`src/rtl/sys_defs.sv`:
```
// Shared rename-stage sizing: physical/architectural register counts and the preg index type.
package sys_defs;
  localparam int unsigned NUM_PREG = 64;
  localparam int unsigned NUM_AREG = 32;
  localparam int unsigned PREG_W   = 6;
  localparam int unsigned FL_DEPTH = NUM_PREG - NUM_AREG;

  typedef logic [PREG_W-1:0] preg_idx_t;
endpackage

```
`src/rtl/free_list.sv`:
```
// Circular free list of physical registers feeding rename; slots [tail, head) hold in-flight allocations.
// Optional empty-list retire-to-dispatch bypass enabled by defining FREE_LIST_BYPASS_EN.
module free_list
  import sys_defs::*;
#(
  parameter int unsigned FL_DEPTH = sys_defs::FL_DEPTH,
  parameter int unsigned PREG_W   = sys_defs::PREG_W
) (
  input  logic                            clk,
  input  logic                            rst,
  input  logic                            dispatch_en_i,
  input  logic                            retire_en_i,
  input  logic [PREG_W-1:0]               retire_preg_i,
  input  logic                            recover_en_i,
  output logic [PREG_W-1:0]               free_preg_o,
  output logic                            free_preg_valid_o,
  output logic [$clog2(FL_DEPTH+1)-1:0]   free_cnt_o
);

  localparam int unsigned PTR_W = $clog2(FL_DEPTH);
  localparam int unsigned CNT_W = $clog2(FL_DEPTH + 1);

  logic [PREG_W-1:0] entry_q [FL_DEPTH];
  logic [PREG_W-1:0] entry_d [FL_DEPTH];
  logic [PTR_W-1:0]  head_q, head_d;
  logic [PTR_W-1:0]  tail_q, tail_d;
  logic [CNT_W-1:0]  cnt_q, cnt_d;

  logic empty, full, push, pop, bypass;

  function automatic logic [PTR_W-1:0] ptr_inc(input logic [PTR_W-1:0] p);
    return (p == PTR_W'(FL_DEPTH - 1)) ? '0 : p + 1'b1;
  endfunction

  assign empty = (cnt_q == '0);
  assign full  = (cnt_q == CNT_W'(FL_DEPTH));
  assign push  = retire_en_i && !full;

`ifdef FREE_LIST_BYPASS_EN
  // An empty list hands the retiring preg straight to dispatch; the slot write is still done so pointers stay aligned.
  assign bypass = empty && retire_en_i;
`else
  assign bypass = 1'b0;
`endif

  assign free_preg_valid_o = !empty || bypass;
  assign free_preg_o       = bypass ? retire_preg_i : entry_q[head_q];
  assign free_cnt_o        = cnt_q;
  assign pop               = dispatch_en_i && free_preg_valid_o;

  always_comb begin
    entry_d = entry_q;
    head_d  = head_q;
    tail_d  = tail_q;
    cnt_d   = cnt_q;

    if (push) begin
      entry_d[tail_q] = retire_preg_i;
      tail_d          = ptr_inc(tail_q);
    end

    // Push lands before the squash so the excepting instruction's old preg is kept.
    if (recover_en_i) begin
      head_d = tail_d;
      cnt_d  = CNT_W'(FL_DEPTH);
    end else begin
      if (pop) begin
        head_d = ptr_inc(head_q);
      end
      unique case ({push, pop})
        2'b10:   cnt_d = cnt_q + 1'b1;
        2'b01:   cnt_d = cnt_q - 1'b1;
        default: cnt_d = cnt_q;
      endcase
    end
  end

  always_ff @(posedge clk) begin
    if (rst) begin
      for (int unsigned i = 0; i < FL_DEPTH; i++) begin
        entry_q[i] <= PREG_W'(NUM_AREG + i);
      end
      head_q <= '0;
      tail_q <= '0;
      cnt_q  <= CNT_W'(FL_DEPTH);
    end else begin
      entry_q <= entry_d;
      head_q  <= head_d;
      tail_q  <= tail_d;
      cnt_q   <= cnt_d;
    end
  end

`ifndef SYNTHESIS
  always_ff @(posedge clk) begin
    if (!rst) begin
      assert (!(retire_en_i && full))
        else $error("free_list: push while full, write dropped");
    end
  end
`endif

endmodule

```
`config.mk`:
```
export PLATFORM = sky130hd
export DESIGN_NAME = free_list
export DESIGN_NICKNAME = d
export VERILOG_FILES = /design/src/rtl/sys_defs.sv /design/src/rtl/free_list.sv
export SDC_FILE = /design/constraint.sdc
export NUM_CORES = 1
export LEC_CHECK = 0
export CORE_MARGIN = 2
export CORE_UTILIZATION = 45
export CTS_BUF_LIST = sky130_fd_sc_hd__clkbuf_8
export CTS_CLUSTER_DIAMETER = 50
export DETAILED_ROUTE_END_ITERATION = 6
export DONT_BUFFER_PORTS = 1
export GPL_TIMING_DRIVEN = 0
export MAX_ROUTING_LAYER = met4
export PLACE_DENSITY_LB_ADDON = 0.05
export SKIP_LAST_GASP = 1
export SYNTH_ARGS = -nofsm -noshare
export SYNTH_HDL_FRONTEND = slang
export SYNTH_SLANG_ARGS = --single-unit
```
`constraint.sdc`:
```
create_clock -name clk -period 8.7 [get_ports clk]
set_input_delay 0.87 -clock clk [delete_from_list [all_inputs] [get_ports clk]]
set_output_delay 0.87 -clock clk [all_outputs]
set_load 0.05 [all_outputs]
```
==> impl_metrics.py, run 1 <==
metrics = {
    "run_status": {
        "status": "finished clean",
    },
    "detailed_routing": {
        "wl_per_cell_um": 23.2,
        "drc_errors": 0,
        "wl_met1_um": 14700,
        "dr_wl_met2_um": 14300,
        "met3_length_um": 1680,
        "routed_via_density": 5.80,
        "first_iter_violations": 551,
        "drt_wl_total_um": 31400,
        "firstDrtPassIters": 5,
        "top_layer": "met4",
        "antenna_left": 0,
        "via_count": 7836,
    },
    "final_layout": {
        "register_area_um2": 4160,
        "antenna_cells": 0,
        "fin_area_um2": 11400,
        "final_common_cell": "dfxtp_1",
        "multi_input_area_um2": 5670,
        "syn2layout_area_growth_pct": 11.5,
        "postLayoutCoreUtil_pct": 50.8,
        "fin_nets": 1059,
        "drive_gt1_share_pct": 12.7,
        "nFillCells": 2141,
        "final_cells": 1352,
        "final_cell_mix": "208 x dfxtp_1, 159 x mux2i_1, 121 x nor2b_1",
    },
    "global_routing": {
        "grt_pass1_vias": 7669,
        "grt_max_degree": 11,
        "grt_use_total_pct": 27.2,
        "grt_pass1_wl_um": 47600,
        "grt_overflow": 0,
        "antenna_found_initial": 0,
    },
    "worst_setup_path": {
        "cp.arrival_ps": 3560,
        "worst-path-buf-inv": 3,
        "start_kind": "register",
        "path_class": "reg -> out",
        "cp_common_cell": "clkbuf_1",
        "worstPathRequired_ps": 7830,
        "worstPathCellList": "clkbuf_1, nor2b_1, clkbuf_1, clkbuf_1, a22oi_1, nand3_1, nand4_1",
        "worst_path_max_delay_cell": "clkbuf_1",
        "critPathMaxStageDelay_ps": 600,
        "cp_max_fo": 10,
        "cp-end-kind": "output pin",
        "crit_family": "buffers and inverters",
    },
    "timing": {
        "worst_pin_slew_ps": 1250,
        "skew_ps": 38.4,
        "max_freq_mhz": 226,
        "setup_ws_ps": 4270,
        "finalSetupViolCount": 0,
        "rsz0062_at_grt": "false",
        "finalHoldViolCount": 0,
        "finalCritPeriodShare_pct": 50.9,
        "fin_crit_ps": 4430,
        "final.setup.tns_ps": 0,
        "timing.slew.headroom_pct": 16.6,
        "finalMaxSlewViolations": 0,
    },
    "clock_tree": {
        "cts_resized": 0,
        "cts_setup_buffers": 0,
        "cts_hold_buffers": 0,
        "numCtsBuffers": 39,
        "clk_latency_ps": 570,
        "h-tree-depth": 2,
        "clk_pin_slew_ps": 60,
        "tritoncts": "done",
        "cts.sinks": 208,
        "cts_root_buffer": "clkbuf_8",
        "clockBufferDepth": 3,
    },
    "floorplan": {
        "core_region_area_um2": 22500,
        "dieArea_um2": 24000,
        "chipWidth_um": 155,
        "core.rowCount": 55,
        "die_y_um": 155,
        "start_util_pct": 45.5,
        "floorplan.io_pins": 24,
    },
    "synthesis": {
        "ys_seq_elements": 208,
        "yosysSeqAreaShare_pct": 40.6,
        "synth_ff_type": "dfxtp_1",
        "synth_area_um2": 10200,
        "syn_inst": 997,
        "syn_area_per_cell_um2": 10.3,
        "synth_edf_count": 0,
        "syn-num-nets": 1018,
        "synth_cell_type_count": 51,
        "ys_async_sr_fraction_pct": 0,
        "yosysWarnings": 0,
    },
    "worst_hold_path": {
        "hold_path.class": "in -> reg",
    },
    "placement": {
        "pre_cts_slack_ps": 4910,
        "dp_hpwl_um": 21500,
        "placed_cell_area_um2": 10600,
        "dp_cells": 1282,
        "gp_routability_congestion": 0.886,
        "portBuffers": 0,
    },
    "pwr": {
        "ir_drop_mv": 0.120,
        "power.leakage_nw": 3.57,
        "power_density_nw_per_um2": 231,
    },
    "job": {
        "drv_cap": 0,
    },
}
[layout make-up]
class,instances,share of cell area [%]
Multi-Input combinational cell,696,49.6
Sequential cell,208,36.4
Clock buffer,54,6.50
Buffer,89,3.46
Tap cell,285,3.12
Clock inverter,16,0.712
Inverter,4,0.131
[layer usage]
metal | vias to the layer above | track usage (%)
met5 | - | -
met4 | 0 | 7.80
met3 | 47 | 4.82
met2 | 206 | 42.4
met1 | 3857 | 36.5
li1 | 3726 | -
[sequential cells by signal, indices dropped and copies added (netlist names)]
signal and count:
entry_q 192, free_cnt_o 6, head_q 5, tail_q 5
[worst reg2reg max path, cell delays in order (launching register included)]
cell	delay [ps]
dfxtp_1	470
buf_2	270
or4_4	590
o21ai_1	410
inv_1	130
ha_1	210
clkbuf_1	220
xor2_1	200
ha_1	240
a21o_1	190
a22oi_1	240
nor3_1	80
or3_1	340
[final timing paths]
kind | end | depth (start not counted) | startpoint | slack (ps)
setup / recovery | free_preg_o[3] | 7 | head_q[2] | 4270
hold / removal | entry_q[144] | 1 | retire_preg_i[0] | 420
setup reg to reg | free_cnt_o[4] | 12 | free_cnt_o[2] | 5010
hold reg to reg | entry_q[37] | 2 | entry_q[37] | 490
[synth_stat cells, drive strengths merged, types with 4 or more instances]
library cell    n  area, um2
dfxtp         208       4160
mux2i         159       1590
nor2b         121        757
a211o         113        990
nor2           95        357
clkbuf         57        214
a22oi          37        278
a211oi         35        588
buf            32        181
nand3          22        110
nand2          15       63.8
a21oi          12       60.1
mux4           12        270
ha             10        125
o21ai           8       51.3
nand4           6       37.5
nand2b          5       31.3
and3            4       25.0
inv             4       15.0
or3             4       25.0
[logic make-up after synthesis]
| family | after synthesis | synth area share, % |
|---|---|---|
| flip-flops | 208 | 40.6 |
| multiplexers | 171 | 18.2 |
| adder cells (fa/ha/maj) | 10 | 1.22 |
| buffers and inverters | 93 | 4.01 |
| XOR/XNOR | 3 | 0.256 |
| AND/OR/NAND/NOR | 292 | 15.3 |
| AO/OA/AOI/OAI | 220 | 20.4 |
[per-stage QoR]
step / power [mW] / hold WS, ps
6_report: 2.64 / 417
5_1_grt: 2.74 / 405
4_1_cts: 2.66 / 397
3_5_place_dp: 1.67 / 478
3_3_place_gp: 1.67 / 467
2_1_floorplan: 1.51 / 455
[report_power, final]
part / switching, mW / internal, mW / total (mW)
Sequential: 0.0415 / 0.975 / 1.02
Clock: 0.433 / 0.553 / 0.986
Combinational: 0.452 / 0.183 / 0.635
(Power assumes the default switching activity.)
==> run 2, diff against run 1 <==
==> constraint.sdc (replaced) <==
create_clock -name clk -period 4.1 [get_ports clk]
set_input_delay 0.41 -clock clk [delete_from_list [all_inputs] [get_ports clk]]
set_output_delay 0.41 -clock clk [all_outputs]
set_load 0.05 [all_outputs]
==> run 2 against run 1 <==
Hold slack got worse by 300 ps. Sequential share of layout area decreased by 0.22 points. Routed wire length increased by 0.80%. Global-route usage increased by 0.29 points. Worst setup slack got worse by 4100 ps. Power increased by 110%. Register-to-register slack got worse by 4600 ps. Via count increased by 0.38%. First-iteration DRC count increased by 5.3%. Utilization increased by 0.31 points.
==> impl_metrics.py, run 2 (synthesized netlist as in run 1, its figures left out) <==
metrics = {
    "detailed_routing": {
        "firstDrtPassIters": 5,
        "first_iter_violations": 580,
        "antenna_left": 0,
        "routed_via_density": 5.79,
        "wl_per_cell_um": 23.3,
        "drc_errors": 0,
        "via_count": 7866,
        "drt_wl_total_um": 31600,
    },
    "worst_setup_path": {
        "cp.arrival_ps": 3550,
        "cp-end-kind": "output pin",
        "start_kind": "register",
        "worstPathRequired_ps": 3690,
        "cp_max_fo": 10,
        "critPathLaunch": "head_q[2]",
        "path_class": "reg -> out",
        "r2r-start": "free_cnt_o[2]",
    },
    "floorplan": {
        "floorplan.io_pins": 24,
        "die_y_um": 155,
        "core_region_area_um2": 22500,
        "start_util_pct": 45.5,
        "chipWidth_um": 155,
        "core.rowCount": 55,
        "dieArea_um2": 24000,
    },
    "timing": {
        "timing.slew.headroom_pct": 18.9,
        "skew_ps": 36.4,
        "max_freq_mhz": 253,
        "worst_pin_slew_ps": 1220,
        "finalSetupViolCount": 0,
        "rsz0062_at_grt": "false",
        "finalMaxSlewViolations": 0,
        "final.setup.tns_ps": 0,
        "finalCritPeriodShare_pct": 96.6,
        "finalHoldViolCount": 0,
        "fin_crit_ps": 3960,
    },
    "run_status": {
        "status": "finished clean",
    },
    "placement": {
        "placed_cell_area_um2": 10600,
        "portBuffers": 0,
        "dp_cells": 1282,
        "gp_routability_congestion": 0.886,
        "dp_hpwl_um": 21500,
    },
    "clock_tree": {
        "h-tree-depth": 2,
        "cts_root_buffer": "clkbuf_8",
        "clockBufferDepth": 3,
        "tritoncts": "done",
        "cts.sinks": 208,
        "numCtsBuffers": 39,
        "cts_setup_buffers": 0,
        "clk_pin_slew_ps": 60,
        "clk_latency_ps": 570,
        "cts_resized": 0,
    },
    "global_routing": {
        "grt_pass1_wl_um": 48100,
        "grt_pass1_vias": 7733,
        "grt_max_degree": 11,
        "grt_overflow": 0,
        "grt_use_total_pct": 27.5,
        "antenna_found_initial": 0,
    },
    "final_layout": {
        "fin_nets": 1066,
        "final_cell_mix": "208 x dfxtp_1, 159 x mux2i_1, 121 x nor2b_1",
        "largest_register_ffs": 192,
        "syn2layout_area_growth_pct": 12.2,
        "largest_register": "entry_q",
        "final_cells": 1359,
        "fin_area_um2": 11500,
        "drive_gt1_share_pct": 12.7,
        "final_common_cell": "dfxtp_1",
        "antenna_cells": 0,
    },
    "pwr": {
        "power.leakage_nw": 3.60,
        "finalPower_mw": 5.60,
        "power_density_nw_per_um2": 487,
        "ir_drop_mv": 0.255,
    },
    "worst_hold_path": {
        "worstHoldStart": "recover_en_i",
        "hold_path.class": "in -> reg",
    },
    "job": {
        "drv_cap": 0,
    },
}
==> run 2: changes by cell type in the layout (fill, tap and decap cells not counted), sizes merged <==
cell and change:
dlygate4sd3 +7
==> run 2: report_power, final <==
group	internal, mW	total, mW	switching [mW]
clock network	1.17	2.09	0.919
registers	2.07	2.16	0.0885
logic	0.393	1.35	0.959
total	3.63	5.60	1.97
==> run 2: metal layers <==
layer / up-vias / share of wire, % / track usage (%)
met5: - / 0 / -
met4: 0 / 2.6 / 8.60
met3: 53 / 6.3 / 5.04
met2: 230 / 45 / 42.6
met1: 3851 / 46 / 36.7
li1: 3732 / - / -
==> run 2: cell type report <==
type | instances | area, um2
Clock inverter | 16 | 81.3
Sequential cell | 208 | 4160
Tap cell | 285 | 357
Fill cell | 2140 | 11000
Buffer | 89 | 395
Inverter | 4 | 15.0
Clock buffer | 54 | 743
Multi-Input combinational cell | 696 | 5670
Timing Repair Buffer | 7 | 70.1
==> run 2: repair_timing <==
| action | in CTS | in global routing |
|---|---|---|
| hold buffers | 7 | 0 |
| hold endpoints to repair | 14 | 0 |
| endpoints found under the setup margin | 0 | 0 |
==> run 2: worst paths after layout <==
check                                       to  slack, ps  depth (start not counted)
worst min-delay path                 head_q[1]        120                          2
worst min register to register     entry_q[37]        490                          2
worst max-delay path            free_preg_o[4]        140                          7
worst max register to register   free_cnt_o[4]        420                         12
==> run 2: critical path, stage by stage, from the launching register on <==
cell and delay (ps):
dfxtp_1 300, clkbuf_1 370, nor2b_1 190, clkbuf_1 560, clkbuf_1 600, a22oi_1 200
nand3_1 200, nand4_1 580
==> run 2: metrics by stage <==
step                      setup slack [ps]  util, %  hold slack, ps
after floorplan                        744        -             455
after global placement                 396     47.1             467
after detailed placement               449     47.1             478
after CTS                              181     51.1            93.0
after global routing                  32.5     51.1             130
final                                  141     51.1             120
==> run 3, diff against run 2 <==
--- a/config.mk
+++ b/config.mk
@@ -14,6 +14,7 @@
 export GPL_TIMING_DRIVEN = 0
 export MAX_ROUTING_LAYER = met4
 export PLACE_DENSITY_LB_ADDON = 0.05
+export REMOVE_ABC_BUFFERS = 1
 export SKIP_LAST_GASP = 1
 export SYNTH_ARGS = -nofsm -noshare
 export SYNTH_HDL_FRONTEND = slang
==> run 3 against run 2 <==
Maximum frequency increased by 11%. Flip-flop and latch count unchanged. Clock skew decreased by 19 ps. Worst setup slack improved by 390 ps. Routed wire length decreased by 8.3%. First-iteration DRC count decreased by 22%. Power decreased by 0.95%. Global-route usage decreased by 2.5 points. Die area unchanged. Sequential power increased by 3%. Largest cell class unchanged. Largest power group unchanged.
==> impl_metrics.py, run 3 (synthesized netlist as in run 1, its figures left out) <==
metrics = {
    "run_status": {
        "status": "finished clean",
    },
    "final_layout": {
        "fin_nets": 994,
        "largest_register": "entry_q",
        "largest_register_ffs": 192,
        "postLayoutCoreUtil_pct": 50.6,
        "drive_gt1_share_pct": 12.4,
        "antenna_cells": 0,
        "fin_area_um2": 11400,
        "final_cells": 1282,
        "syn2layout_area_growth_pct": 11.2,
        "final_cell_mix": "206 x dfxtp_1, 159 x mux2i_1, 118 x nor2b_1",
        "final_common_cell": "dfxtp_1",
    },
    "placement": {
        "dp_hpwl_um": 16200,
        "placed_cell_area_um2": 10400,
        "dp_cells": 1202,
        "gp_routability_congestion": 0.835,
        "portBuffers": 0,
    },
    "pwr": {
        "power.leakage_nw": 3.52,
        "swShare_pct": 33.4,
        "internal-power_mw": 3.69,
        "ir_drop_mv": 0.328,
        "p_switching_mw": 1.85,
        "pwr-share-seq_pct": 40.2,
        "power_density_nw_per_um2": 487,
        "combPwrFrac_pct": 22.9,
        "clkPwrFrac_pct": 36.9,
    },
    "floorplan": {
        "core.rowCount": 55,
        "floorplan.io_pins": 24,
        "start_util_pct": 45.5,
        "dieArea_um2": 24000,
        "core_region_area_um2": 22500,
        "chipWidth_um": 155,
        "die_y_um": 155,
    },
    "clock_tree": {
        "h-tree-depth": 2,
        "clk_latency_ps": 530,
        "tritoncts": "done",
        "numCtsBuffers": 39,
        "cts_root_buffer": "clkbuf_8",
        "clk_pin_slew_ps": 50,
        "cts.sinks": 208,
        "clockBufferDepth": 3,
    },
    "job": {
        "drv_cap": 0,
    },
    "worst_setup_path": {
        "cp_max_fo": 11,
        "worstPathRequired_ps": 4490,
        "cp.arrival_ps": 3960,
        "start_kind": "register",
        "cp-end-kind": "register",
        "reg2reg_depth": 10,
        "path_class": "reg -> reg",
    },
    "timing": {
        "finalSetupViolCount": 0,
        "finalHoldViolCount": 0,
        "fin_crit_ps": 3570,
        "finalCritPeriodShare_pct": 87.0,
        "fin_hold_ws_ps": 30.6,
        "rsz0062_at_grt": "false",
        "worst_pin_slew_ps": 1300,
        "final.setup.tns_ps": 0,
        "timing.slew.headroom_pct": 12.6,
        "finalMaxSlewViolations": 0,
        "max_freq_mhz": 280,
        "skew_ps": 17.0,
    },
    "worst_hold_path": {
        "hold_path.class": "in -> reg",
        "whs_path_depth": 1,
    },
    "global_routing": {
        "antenna_found_initial": 1,
        "grt_max_degree": 95,
        "grt_overflow": 0,
        "grt_pass1_wl_um": 45000,
        "grt_use_total_pct": 25.0,
        "grt_pass1_vias": 7763,
    },
    "detailed_routing": {
        "first_iter_violations": 454,
        "via_count": 7737,
        "antenna_left": 0,
        "wl_met1_um": 13100,
        "firstDrtPassIters": 5,
        "routed_via_density": 6.04,
        "drt_wl_total_um": 29000,
        "dr_wl_met2_um": 13800,
        "drc_errors": 0,
        "wl_per_cell_um": 22.6,
        "met3_length_um": 1520,
        "top_layer": "met4",
    },
}
==> run 3: cell count changes in the layout (fill, tap and decap cells not counted), sizes merged <==
| cell | previous run | this run |
|---|---|---|
| clkinvlp | 1 | 0 |
| buf | 32 | 13 |
| bufinv | 0 | 2 |
| clkbuf | 111 | 49 |
| dlygate4sd3 | 7 | 11 |
| clkinv | 4 | 3 |
==> run 3: path summary, 6_finish.rpt <==
kind                     from            end  slack (ps)
max             free_cnt_o[1]  free_cnt_o[4]         530
min          retire_preg_i[4]    entry_q[16]          30
max reg2reg     free_cnt_o[1]  free_cnt_o[4]         530
min reg2reg       entry_q[66]    entry_q[66]         490
==> run 3: final cells by class <==
type,count,area (um2)
Fill cell,2059,11100
Sequential cell,208,4170
Clock inverter,16,120
Inverter,4,15.0
Timing Repair Buffer,24,347
Multi-Input combinational cell,696,5710
Tap cell,285,357
Clock buffer,49,674
==> run 3: critical path: stages, from the launching register on <==
cell,delay [ps]
dfxtp_1,580
or4_4,700
o21ai_1,390
inv_1,120
ha_1,340
xor2_1,190
ha_1,240
a21o_1,150
a22oi_1,100
o2111a_1,290
or3_1,360
==> run 3: stage by stage <==
step           total power [mW]  setup slack (ps)
2_1_floorplan              3.12             -1740
3_3_place_gp               3.36             -2870
3_5_place_dp               3.45               518
4_1_cts                    5.60               159
5_1_grt                    5.79               267
6_report                   5.55               532
==> run 3: metal layers <==
| layer | GRT usage [%] | vias up |
|---|---|---|
| met5 | - | - |
| met4 | 6.66 | 0 |
| met3 | 4.32 | 37 |
| met2 | 40.3 | 204 |
| met1 | 32.7 | 3923 |
| li1 | - | 3573 |
==> run 3: repair_timing <==
item	CTS	global route
resized for setup	0	1
endpoints found under the setup margin	0	1
buffers inserted	0	0
hold buffers	14	1
endpoints found under the hold margin	158	3
==> run 3: power by group through the flow <==
stage	Sequential [mW]	Combinational, mW	Clock, mW
after global routing	2.24	1.35	2.20
after CTS	2.23	1.26	2.10
after detailed placement	2.27	1.18	0
after floorplan	2.26	0.862	0
after global placement	2.30	1.05	0
final	2.23	1.27	2.05
